$ cat src/rtl/robot_pkg.sv
// Shared command and wheel codes for the two-wheel drive controller.
// Combinational definitions only; no latency.
// No flow control: constants and types only.
package robot_pkg;

    localparam logic [2:0] STAY1         = 3'b000;
    localparam logic [2:0] STAY2         = 3'b100;
    localparam logic [2:0] MOVE_FORWARD  = 3'b111;
    localparam logic [2:0] TURN_LEFT1    = 3'b101;
    localparam logic [2:0] TURN_LEFT2    = 3'b010;
    localparam logic [2:0] TURN_RIGHT1   = 3'b110;
    localparam logic [2:0] MOVE_BACKWARD = 3'b011;

    localparam logic [1:0] WHL_STOP = 2'b00;
    localparam logic [1:0] WHL_FWD  = 2'b01;
    localparam logic [1:0] WHL_REV  = 2'b10;

    typedef enum logic {
        OFF = 1'b0,
        ON  = 1'b1
    } state_t;

endpackage

$ cat src/rtl/robot_cmd_decoder.sv
// Maps a motion command to per-wheel drive codes plus a forward flag.
// Purely combinational, zero latency.
// No backpressure; output follows input continuously.
module robot_cmd_decoder
    import robot_pkg::*;
(
    input  logic [2:0] move,
    output logic [1:0] left_code,
    output logic [1:0] right_code,
    output logic       is_forward
);

    always_comb begin
        left_code  = WHL_STOP;
        right_code = WHL_STOP;
        is_forward = 1'b0;
        case (move)
            MOVE_FORWARD: begin
                left_code  = WHL_FWD;
                right_code = WHL_FWD;
                is_forward = 1'b1;
            end
            MOVE_BACKWARD: begin
                left_code  = WHL_REV;
                right_code = WHL_REV;
            end
            TURN_RIGHT1: begin
                left_code  = WHL_FWD;
                right_code = WHL_REV;
            end
            TURN_LEFT1, TURN_LEFT2: begin
                left_code  = WHL_REV;
                right_code = WHL_FWD;
            end
            // STAY1, STAY2 and the unused 001 all hold the wheels stopped
            default: begin
                left_code  = WHL_STOP;
                right_code = WHL_STOP;
            end
        endcase
    end

endmodule

$ cat src/rtl/robot_ctrl.sv
// Two-wheel drive controller: power FSM, obstacle gating, registered outputs.
// One cycle from inputs to every output; reset clears outputs asynchronously.
// No backpressure: a new command is accepted on every clock edge.
module robot_ctrl
    import robot_pkg::*;
(
    input  logic       clk_i,
    input  logic       rst_i,
    input  logic       motor_on_i,
    input  logic [2:0] move_i,
    input  logic       tracker_fwrd_i,
    output logic       motor_status_o,
    output logic       tracker_status_o,
    output logic [1:0] left_motor_o,
    output logic [1:0] right_motor_o
);

    state_t     state;
    state_t     next_state;
    logic [1:0] dec_left;
    logic [1:0] dec_right;
    logic       dec_is_fwd;
    logic [1:0] left_nxt;
    logic [1:0] right_nxt;

    robot_cmd_decoder u_decoder (
        .move       (move_i),
        .left_code  (dec_left),
        .right_code (dec_right),
        .is_forward (dec_is_fwd)
    );

    always_ff @(posedge clk_i or posedge rst_i) begin
        if (rst_i) begin
            state <= OFF;
        end else begin
            state <= next_state;
        end
    end

    always_comb begin
        next_state = state;
        case (state)
            OFF:     if (motor_on_i)  next_state = ON;
            ON:      if (!motor_on_i) next_state = OFF;
            default: next_state = OFF;
        endcase
    end

    // Gating uses the live enable so power-on and power-off both take effect
    // on the edge where the enable is sampled, not one cycle later.
    always_comb begin
        left_nxt  = dec_left;
        right_nxt = dec_right;
        if (!motor_on_i || (dec_is_fwd && tracker_fwrd_i)) begin
            left_nxt  = WHL_STOP;
            right_nxt = WHL_STOP;
        end
    end

    always_ff @(posedge clk_i or posedge rst_i) begin
        if (rst_i) begin
            left_motor_o     <= WHL_STOP;
            right_motor_o    <= WHL_STOP;
            tracker_status_o <= 1'b0;
        end else begin
            left_motor_o     <= left_nxt;
            right_motor_o    <= right_nxt;
            tracker_status_o <= tracker_fwrd_i;
        end
    end

    assign motor_status_o = (state == ON);

endmodule

$ cat config.mk
export PLATFORM = sky130hd
export DESIGN_NAME = robot_ctrl
export DESIGN_NICKNAME = d
export VERILOG_FILES = /design/src/rtl/robot_pkg.sv /design/src/rtl/robot_cmd_decoder.sv /design/src/rtl/robot_ctrl.sv
export SDC_FILE = /design/constraint.sdc
export NUM_CORES = 1
export LEC_CHECK = 0
export ABC_AREA = 0
export CAP_MARGIN = 20
export CORE_AREA = 2 2 39 41
export CTS_CLUSTER_SIZE = 30
export DETAILED_ROUTE_END_ITERATION = 10
export DIE_AREA = 0 0 41 43
export HOLD_SLACK_MARGIN = 0.05
export SLEW_MARGIN = 5
export SYNTH_ARGS = -nofsm -noshare
export SYNTH_HDL_FRONTEND = slang
export SYNTH_HIERARCHICAL = 1
export SYNTH_SLANG_ARGS = --single-unit
$ cat constraint.sdc
create_clock -name clk_i -period 0.8 [get_ports clk_i]
set_input_delay 0.16 -clock clk_i [delete_from_list [all_inputs] [get_ports clk_i]]
set_output_delay 0.16 -clock clk_i [all_outputs]
set_load 0.05 [all_outputs]
==> out/results.txt <==
Fin cells - 53
Synth cell types - 11
Status - complete, but fails checks
Drt wl/cell - 7.13 um
Slew margin rel. - 86.4%
Max Cap Violations - 0
Slew @ Worst Pin - 0.203 ns
Hold_buf cts - 0
Fin crit share - 117%
Drt total wl - 378 um
Setup crit end kind - primary output
Diode count - 0
Post-Place Cells - 50
Power Density - 1650 nW/um2
Final Max Slew Viols - 0
Pre-antenna DRT Iters - 1
Die Wd - 41 um
Longest Clk Path Bufs - 2
Hold wc startpoint - tracker_fwrd_i
Vias per cell - 3.66
Hold Violations, Final - 0
Final Instance Area - 477 um2
Nets - 46
Cell count after synthesis - 20
Vias after detailed routing - 194
Max stage delay on crit path - 0.39 ns
Vias in the first global route - 183
Antenna violations before repair - 0
RSZ-0062 raised after global routing - yes
Worst EP arrival - 0.78 ns
Root Buffer Master - clkbuf_4
WP buf/inv - 1
Mean area per synthesized cell - 11.9 um2
GRT Residual Overflow - 0
ANT nets after route - 0
Worst setup startpoint - left_motor_o[1]$_DFF_PP0_
Worst Path Required - 0.64 ns
Initial drt markers - 0
Failing checks - negative setup slack
CP delay by family, top - flip-flops
Buffers on Ports - 12
Commonest cells after routing, fill and taps aside - 6 x dfrtp_1, 6 x buf_12, 4 x and3_1, 3 x clkbuf_4, 3 x dlygate4sd2_1
Peak supply drop - 0.000403 V
Starting Density - 17.2%
Die area - 1760 um2
Final worst setup slack - -0.140 ns
Crit-path slowest cell - dfrtp_1
Critical-path cell list - buf_12
Critical-path maximum fanout - 1
Clock Sinks - 6
Top Ports - 13
RePlAce Congestion - 0.672
GRT Util Overall - 7.27%
Hold Crit Class - in2reg
Clock-pin slew on the worst setup and hold paths - 0.04 ns
# DRC - 0
Post-Route Utilization - 34.4%
Post-DP Area - 453 um2
Row count - 14
Syn Nets - 27
Core ar. - 1380 um2
Static leakage - 0.246 nW
WS Path Type - reg2out
Largest net degree at the start of global routing - 7
Layout cells sized above 1 - 37.8%
Num CTS Buffers - 3
Final Setup Violations - 6
First-pass GRT wire length - 717 um
CP Launch Type - flop
Sequential fraction of the synthesis area - 63.2%
Die Ht - 43 um
P&R area growth vs syn - 101%
Synth warn - 6
#FFs+latches synth - 6
Syn Std Cell Area - 238 um2
Maximum clock rate - 1.06 GHz
TritonCTS clock tree - built
H-tree Lvls - 1
Minimum clock period - 0.940 ns
[timing repair]
action / in CTS / in global routing
gates resized for setup: 3 / 2
buffers inserted: 0 / 0
setup endpoints to repair: 10 / 10
cloned: 0 / 0
[through the flow]
stage               total power [mW]  setup WS, ns  TNS (ns)  hold WS, ns
finish                         0.788        -0.140    -0.812       0.0958
global route                   0.852        -0.178     -1.02       0.0860
CTS                            0.809        -0.155    -0.898        0.137
detailed placement             0.537        -0.442     -1.77        0.392
global placement               0.535        -0.432     -1.72        0.383
floorplan                      0.413        0.0541         0      -0.0490
[area by class of cell]
type                    count  area [um2]
repair buffers             14         194
flip-flops and latches      6         150
multi-input cells          13        86.3
inverters                   1        3.75
well taps                  16        20.0
clock buffers               3        22.5
fillers                   146         907
[synth_stat cells, drive strengths merged]
cell	n	share of area [%]
dfrtp	6	63
and3	5	14
and2	2	5.8
nand2	2	3.2
inv	1	1.6
mux2i	1	4.2
nand2b	1	2.6
o21ai	1	2.1
xor2	1	3.7
[metal layers]
metal  vias to the layer above  part of all wire, %  GRT usage, %
li1                        102                    -             -
met1                        79                   30          6.21
met2                        11                   55          8.13
met3                         2                  9.3          3.14
met4                         0                  5.0          14.0
met5                         -                    0             0
[where the power goes]
part	switching (mW)	internal, mW	total [mW]
combinational	0.0902	0.102	0.192
sequential	0.0121	0.320	0.333
clock	0.0943	0.169	0.263
[path summary, 6_finish.rpt]
check / to / slack (ns) / cells after the start
hold / removal: tracker_status_o$_DFF_PP0_ / 0.1 / 1
max in group asynchronous: tracker_status_o$_DFF_PP0_ / 0.48 / 2
min in group asynchronous: right_motor_o[0]$_DFF_PP0_ / 0.14 / 2
setup / recovery: left_motor_o[1] / -0.14 / 1
[state kept, by name, indices dropped and copies added, names as in the netlist]
name              flops
tracker_status_o      1
right_motor_o         2
motor_status_o        1
left_motor_o          2
[kinds of logic (layout without fill, tap and decap cells)]
logic type             after synthesis  count (layout)  synth area share, %
AND/OR/NAND/NOR                     10              10                 25.3
flip-flops                           6               6                 63.2
AO/OA/AOI/OAI                        1               1                 2.10
XOR/XNOR                             1               1                 3.68
multiplexers                         1               1                 4.21
buffers and inverters                1              18                 1.58
No activity file was read; power rests on OpenSTA's default activity.
